--- config.mk ---
export PLATFORM = sky130hd
export DESIGN_NAME = fb_cu_pipe
export DESIGN_NICKNAME = d
export VERILOG_FILES = /design/src/rtl/fb_cu_pipe.sv
export SDC_FILE = /design/constraint.sdc
export NUM_CORES = 1
export LEC_CHECK = 0
export ABC_AREA = 1
export CORE_AREA = 10 10 59 61
export CTS_BUF_LIST = sky130_fd_sc_hd__clkbuf_4 sky130_fd_sc_hd__clkbuf_8
export DETAILED_ROUTE_END_ITERATION = 6
export DIE_AREA = 0 0 69 71
export DONT_BUFFER_PORTS = 1
export GPL_ROUTABILITY_DRIVEN = 0
export GPL_TIMING_DRIVEN = 0
export PLACE_DENSITY = 0.8
export SLEW_MARGIN = 20
export SYNTH_ARGS = -nofsm -noshare
export SYNTH_HDL_FRONTEND = slang
export SYNTH_SLANG_ARGS = --single-unit
export TNS_END_PERCENT = 5
--- constraint.sdc ---
create_clock -name clk -period 1.6 [get_ports clk]
set_input_delay 0.32 -clock clk [delete_from_list [all_inputs] [get_ports clk]]
set_output_delay 0.32 -clock clk [all_outputs]
set_load 0.02 [all_outputs]
--- src/rtl/fb_cu_pipe.sv ---
// Pipelined control unit: decodes ID, inserts load-use bubbles, and holds
// the ID/EX control bundle for the full latency of a multi-cycle mul/div.
module fb_cu_pipe #(
  parameter int ENABLE_M = 1,
  parameter int MD_LAT   = 4
) (
  input  logic        clk,
  input  logic        rst,
  input  logic        id_valid,
  input  logic [31:0] id_inst,
  input  logic        flush,
  output logic        id_stall,
  output logic        md_busy,
  output logic        ex_valid,
  output logic [4:0]  ex_rd,
  output logic [1:0]  ex_alu_op,
  output logic        ex_alu_src,
  output logic        ex_alu_res_src,
  output logic        ex_mem_read,
  output logic        ex_mem_write,
  output logic        ex_branch,
  output logic        ex_mem_to_reg,
  output logic        ex_reg_write,
  output logic        ex_jalr_en,
  output logic        ex_md_en,
  output logic        ex_illegal
);

  localparam logic [6:0] OP_R     = 7'b0110011;
  localparam logic [6:0] OP_I     = 7'b0010011;
  localparam logic [6:0] OP_LOAD  = 7'b0000011;
  localparam logic [6:0] OP_STORE = 7'b0100011;
  localparam logic [6:0] OP_B     = 7'b1100011;
  localparam logic [6:0] OP_JALR  = 7'b1100111;
  localparam logic [6:0] OP_JAL   = 7'b1101111;
  localparam logic [6:0] OP_LUI   = 7'b0110111;
  localparam logic [6:0] OP_AUIPC = 7'b0010111;

  typedef struct packed {
    logic       valid;
    logic [4:0] rd;
    logic [1:0] alu_op;
    logic       alu_src;
    logic       alu_res_src;
    logic       mem_read;
    logic       mem_write;
    logic       branch;
    logic       mem_to_reg;
    logic       reg_write;
    logic       jalr_en;
    logic       md_en;
    logic       illegal;
  } ctrl_t;

  typedef enum logic {IDLE, MD_BUSY} state_t;

  state_t     state_q;
  logic [3:0] cnt_q;
  logic       md_busy_q;
  ctrl_t      ex_q;
  ctrl_t      dec_d;
  logic       use_rs1, use_rs2;
  logic       hazard;
  logic       issue;

  logic [6:0] opc, f7;
  logic [4:0] rs1, rs2;
  logic       unused_funct3;

  assign opc           = id_inst[6:0];
  assign f7            = id_inst[31:25];
  assign rs1           = id_inst[19:15];
  assign rs2           = id_inst[24:20];
  assign unused_funct3 = ^id_inst[14:12];

  always_comb begin
    dec_d       = '0;
    dec_d.valid = 1'b1;
    use_rs1     = 1'b0;
    use_rs2     = 1'b0;
    case (opc)
      OP_R: begin
        if (f7 == 7'b0000000 || f7 == 7'b0100000) begin
          dec_d.alu_op    = 2'b10;
          dec_d.reg_write = 1'b1;
          use_rs1         = 1'b1;
          use_rs2         = 1'b1;
        end else if (ENABLE_M != 0 && f7 == 7'b0000001) begin
          dec_d.alu_op    = 2'b10;
          dec_d.reg_write = 1'b1;
          dec_d.md_en     = 1'b1;
          use_rs1         = 1'b1;
          use_rs2         = 1'b1;
        end else begin
          dec_d.illegal = 1'b1;
        end
      end
      OP_I: begin
        dec_d.alu_op    = 2'b11;
        dec_d.alu_src   = 1'b1;
        dec_d.reg_write = 1'b1;
        use_rs1         = 1'b1;
      end
      OP_LOAD: begin
        dec_d.alu_src    = 1'b1;
        dec_d.mem_read   = 1'b1;
        dec_d.mem_to_reg = 1'b1;
        dec_d.reg_write  = 1'b1;
        use_rs1          = 1'b1;
      end
      OP_STORE: begin
        dec_d.alu_src   = 1'b1;
        dec_d.mem_write = 1'b1;
        use_rs1         = 1'b1;
        use_rs2         = 1'b1;
      end
      OP_B: begin
        dec_d.alu_op = 2'b01;
        dec_d.branch = 1'b1;
        use_rs1      = 1'b1;
        use_rs2      = 1'b1;
      end
      OP_JALR: begin
        dec_d.alu_res_src = 1'b1;
        dec_d.jalr_en     = 1'b1;
        dec_d.reg_write   = 1'b1;
        use_rs1           = 1'b1;
      end
      OP_JAL: begin
        dec_d.alu_res_src = 1'b1;
        dec_d.reg_write   = 1'b1;
      end
      OP_LUI, OP_AUIPC: begin
        dec_d.alu_src   = 1'b1;
        dec_d.reg_write = 1'b1;
      end
      default: dec_d.illegal = 1'b1;
    endcase
    dec_d.rd = dec_d.reg_write ? id_inst[11:7] : 5'd0;
  end

  // EX can only hold a load while IDLE, so the hazard is naturally inert during MD_BUSY
  assign hazard = ex_q.valid & ex_q.mem_read & (ex_q.rd != 5'd0) & id_valid &
                  ((use_rs1 & (rs1 == ex_q.rd)) | (use_rs2 & (rs2 == ex_q.rd)));
  assign issue    = id_valid & ~hazard;
  assign id_stall = (md_busy_q | hazard) & ~flush;

  always_ff @(posedge clk or posedge rst) begin
    if (rst) begin
      state_q   <= IDLE;
      cnt_q     <= '0;
      md_busy_q <= 1'b0;
      ex_q      <= '0;
    end else if (flush) begin
      state_q   <= IDLE;
      cnt_q     <= '0;
      md_busy_q <= 1'b0;
      ex_q      <= '0;
    end else begin
      case (state_q)
        IDLE: begin
          ex_q <= issue ? dec_d : ctrl_t'('0);
          if (issue && dec_d.md_en) begin
            state_q   <= MD_BUSY;
            cnt_q     <= 4'(MD_LAT - 1);
            md_busy_q <= 1'b1;
          end
        end
        MD_BUSY: begin
          cnt_q <= cnt_q - 4'd1;
          if (cnt_q == 4'd1) begin
            state_q   <= IDLE;
            md_busy_q <= 1'b0;
          end
        end
        default: state_q <= IDLE;
      endcase
    end
  end

  assign md_busy        = md_busy_q;
  assign ex_valid       = ex_q.valid;
  assign ex_rd          = ex_q.rd;
  assign ex_alu_op      = ex_q.alu_op;
  assign ex_alu_src     = ex_q.alu_src;
  assign ex_alu_res_src = ex_q.alu_res_src;
  assign ex_mem_read    = ex_q.mem_read;
  assign ex_mem_write   = ex_q.mem_write;
  assign ex_branch      = ex_q.branch;
  assign ex_mem_to_reg  = ex_q.mem_to_reg;
  assign ex_reg_write   = ex_q.reg_write;
  assign ex_jalr_en     = ex_q.jalr_en;
  assign ex_md_en       = ex_q.md_en;
  assign ex_illegal     = ex_q.illegal;

endmodule

Word-level counts from Yosys, hierarchy flattened
Cells that the tools add are included.
{"block": "op_classes", "reduce_logical": 11, "bitwise": 13, "n_eq_ne": 17, "n_mux": 33, "n_addsub": 1}
{"cell": "$mux 18", "count": 3}
{"cell": "$eq 7x6->1 const B", "count": 4}
{"cell": "$eq 7x7->1 const B", "count": 3}
{"cell": "$mux 1", "count": 16}
{"cell": "$eq 7x5->1 const B", "count": 2}
{"cell": "$pmux 1 s2", "count": 6}
{"cell": "$eq 5x5->1", "count": 2}
{"cell": "$reduce_or 5->1", "count": 2}
{"cell": "$and 1x1->1", "count": 8}
{"cell": "$mux 4", "count": 2}
{"cell": "$pmux 4 s2", "count": 1}
{"cell": "$reduce_or 8->1", "count": 1}
{"cell": "$eq 7x1->1 const B", "count": 1}
{"cell": "$eq 7x2->1 const B", "count": 1}
{"cell": "$logic_not 7->1", "count": 1}
{"cell": "$mux 2", "count": 3}
{"cell": "$pmux 2 s3", "count": 1}
{"cell": "$reduce_or 6->1", "count": 1}
{"cell": "$mux 5", "count": 1}
{"cell": "$reduce_bool 5->1", "count": 1}
{"cell": "$eq 4x1->1 const B", "count": 1}
{"cell": "$reduce_or 2->1", "count": 2}
{"cell": "$sub 4x1->4 const B", "count": 1}
{"cell": "$ne 3x2->1 const B", "count": 1}
{"cell": "7 further kinds", "count": 10}
{"block": "word_totals", "inputBits": 36, "regBits": 24, "output_inout_bits": 20, "wordCells": 91}

Logic depth before layout (Yosys ltp)
{"block": "logic_depth", "ltp_word": 13, "depth_mapped": 14, "mapped_depth_nobuf": 14}

Least setup slack after synthesis
Ideal clock, no wire load.
{"block": "synth_timing", "path_kind": "reg2out", "startpoint": "register ex_q, in the netlist ex_rd[2]", "endpoint": "output port id_stall", "path_slack_ns": -0.170, "required_time_ns": 1.280, "path_stages_with_launch": 8, "n_path_buf": 0, "arrival_time_ns": 1.450, "cell_sequence": "dfrtp_1 -> xnor2_1 -> nand2_1 -> nor3_1 -> nand2_1 -> nand2_2 -> nand2_4 -> a21oi_1"}
{"block": "synth_via", "elab_chain_cells": 6, "word_cells_on_any_way": 11, "cone_classes": "eq/ne: 2; bitwise: 8; reduce/logical: 1"}
{"element": "from (decl)", "line": "60", "source": "ctrl_t ex_q;"}
{"element": "from (signal assigned)", "line": "162", "source": "ex_q <= issue ? dec_d : ctrl_t'('0);"}
{"element": "$eq 5x5->1 / $reduce_bool 5->1 (equally long branches)", "line": "144, 143"}
{"element": "$and 1x1->1 (on tied branches)", "line": "144, 143"}
{"element": "$or 1x1->1 / $and 1x1->1 (equally long branches)", "line": "144, 143"}
{"element": "$and 1x1->1 (*)", "line": "143", "source": "assign hazard = ex_q.valid & ex_q.mem_read & (ex_q.rd != 5'd0) & id_valid &"}
{"element": "$or 1x1->1 (*)", "line": "146", "source": "assign id_stall = (md_busy_q | hazard) & ~flush;"}
{"element": "$and 1x1->1 (*)", "line": "146"}
{"element": "to (decl)", "line": "12", "source": "output logic id_stall,"}
Every way passes the cells marked *; elsewhere a longest branch is shown, timed or not.

Worst setup path after layout
{"block": "layout_timing", "startpoint": "register ex_q, in the netlist ex_rd[0]", "endpoint": "output port id_stall"}
The elaborated chain is that of the path after synthesis.

==> reports/qor.txt <==
Synth Instances: 198
HP Class: in -> async
Die width: 69 µm
Remaining Overflow, GRT: 0
Die area: 4900 µm²
FF+latch area: 582 µm²
Root buf cell: clkbuf_4
Number of synthesized flops with an enable pin: 0
# nets final: 244
Period Utilization, post-route: 1.24
Setup CP Type: reg -> out
1st-iter DRT viols: 57
Hold Vio Cnt, Final: 0
Vias in the first global route: 1228
Status: finished, violations left
Pwr Density: 623 nW/µm²
Startpoint types: flip-flop
Initial antenna violation count: 0
Row count: 18
ANT nets after route: 0
Synth cell count leaders: nand2_1, inv_1, dfrtp_1
Worst R2R End: state_q
Mean Syn Cell Area: 7.20 µm²
Most frequent cell after synthesis: nand2_1
Clock Skew: 0.0117 ns
Max Slew Vio Count: 0
Reg2reg setup slack: -0.11 ns
CP Data Required Time: 1.28 ns
Routed wire length: 3.58 mm
VDD IR max: 0.383 mV
CTS hold repair buffers: 0
Reg-to-reg startpoint: ex_rd[0]
Top-area cell type share of the netlist area: 0.404
Final HPWL DP: 2.84 mm
Final worst slack: -0.387 ns
Crit-path max FO: 4
CTS tree: yes
Final instance area: 1600 µm²
Pwr Total: 996 µW
Worst-margin pin slew: 0.841 ns
Later-pin clock latency in the skew report: 0.32 ns
Clock Path Buffers: 2
Per-cell routed wire length: 15.3 µm
Initial Util: 0.597
Achievable Freq: 0.503 GHz
Die Span Y: 71 µm
#FFs+latches synth: 23
CTS Buf Count: 3
I/O pin cnt: 56
Crit. End Element: output pin
Ys async rst share: 1.00
Yosys cell types: 22
Top cell type by total area after synthesis: dfrtp_1
Violated checks: negative setup slack
Total GRT Usage: 0.141
Fillers: 216
Main flop type after synthesis: dfrtp_1
H-tree depth: 1
Setup violators final: 17
Yosys warns: 0
Syn Nets: 236
Register area share after synthesis: 0.404
Top cells by area, synth: dfrtp_1, nand2_1, inv_1
Pre-antenna DRT Iters: 6
Drt via density: 5.33
RSZ-0062 raised after global routing: true
Crit path time final: 1.99 ns
DRC errors left: 0
Hold Slack: 0.0384 ns
Core area: 2390 µm²
Sink Count: 23
Routed vias: 1253
Input/output buffers: 0
Ant diodes: 0
Area post-placement: 1480 µm²
Worst-path clk slew: 0.13 ns
First-pass GRT wire length: 5.73 mm
Area Growth Syn to Fin: 12.1%
Critical path arrival: 1.67 ns
R2R depth: 12
Layout cells sized above 1: 0.176
Mapped cell area: 1430 µm²
Largest net degree at the start of global routing: 24
Area of the multi-input gates: 785 µm²
Max-cap violations: 0
Leakage Power: 0.835 nW
Worst slew margin: 0.439
-- cell usage in the layout, fill, tap and decap left out, drive strengths merged --
| master | n |
|---|---|
| ha | 2 |
| buf | 4 |
| xnor2 | 5 |
| clkbuf | 5 |
| a21oi | 7 |
| nand3 | 13 |
| nor2 | 22 |
| xor2 | 3 |
| inv | 34 |
| o21bai | 5 |
| nor3 | 6 |
| nand4 | 5 |
| a31oi | 1 |
| o21ai | 10 |
| dfrtp | 23 |
| nand2 | 60 |
-- critical path, cell delays in order (launching register included) --
cell and delay (ns):
dfrtp_2 0.50, inv_2 0.06, nand2_1 0.06, nand4_1 0.10, nor3_2 0.19, nand2_1 0.08
nand2_2 0.09, nand2_4 0.07, a21oi_4 0.20
-- timing repair --
| action | 4_1_cts | 5_1_grt |
|---|---|---|
| setup buffers | 3 | 0 |
| pin swaps | 11 | 2 |
| endpoints found under the setup margin | 13 | 24 |
| resized for setup | 13 | 7 |
-- metrics by stage --
step | setup TNS (ns) | instances | setup WS, ns | utilization
5_1_grt | -4.29 | 235 | -0.515 | 0.669
4_1_cts | -1.17 | 235 | -0.404 | 0.661
2_1_floorplan | 0 | 198 | 0.00704 | -
3_5_place_dp | -0.925 | 228 | -0.183 | 0.618
3_3_place_gp | -0.271 | 228 | -0.136 | 0.618
6_report | -1.22 | 235 | -0.387 | 0.669
-- cells by family after synthesis --
| family | after synthesis | synth area share |
|---|---|---|
| AOI/OAI and AO/OA | 23 | 0.0904 |
| xor gates and xnor gates | 8 | 0.0492 |
| adders and majority gates | 2 | 0.0176 |
| buffers and inverters | 36 | 0.0992 |
| DFF | 23 | 0.404 |
| and+or+nand+nor | 106 | 0.340 |
-- registers in the layout (all words and copies together) (netlist names) --
| register | count |
|---|---|
| ex_rd | 5 |
| cnt_q | 4 |
| ex_alu_op | 2 |
| ex_alu_res_src | 1 |
| ex_alu_src | 1 |
| ex_branch | 1 |
| ex_illegal | 1 |
| ex_jalr_en | 1 |
| ex_md_en | 1 |
| ex_mem_read | 1 |
| ex_mem_write | 1 |
| ex_reg_write | 1 |
| ex_valid | 1 |
| md_busy | 1 |
| state_q | 1 |
-- final cells by class --
class / count / area share
Buffer: 2 / 0.00705
Clock buffer: 4 / 0.0188
Inverter: 34 / 0.0814
Multi-Input combinational cell: 139 / 0.491
Sequential cell: 23 / 0.364
Tap cell: 30 / 0.0235
Timing Repair Buffer: 3 / 0.0141
-- worst max-delay path by stage --
| stage | depth (start not counted) | startpoint | to |
|---|---|---|---|
| final | 8 | ex_rd[0] | id_stall |
| after global routing | 7 | ex_rd[2] | id_stall |
| after CTS | 7 | ex_rd[1] | id_stall |
| after detailed placement | 7 | ex_rd[4] | id_stall |
| after global placement | 8 | ex_rd[1] | id_stall |
| after floorplan | 7 | ex_rd[4] | id_stall |
-- per-layer routing --
layer | share of wire | wire (µm) | vias up | GRT usage
met3 | 0.078 | 278 | 5 | 0.0335
met1 | 0.40 | 1430 | 566 | 0.157
met2 | 0.50 | 1810 | 53 | 0.247
met4 | 0.019 | 67 | 0 | 0.0671
li1 | - | - | 629 | -
met5 | 0 | 0 | - | 0
-- report_power, final --
part           total [mW]  internal, mW  switching, mW
Clock               0.289         0.115          0.175
Combinational       0.102        0.0373         0.0650
Sequential          0.604         0.590         0.0146
(Power assumes the default switching activity.)
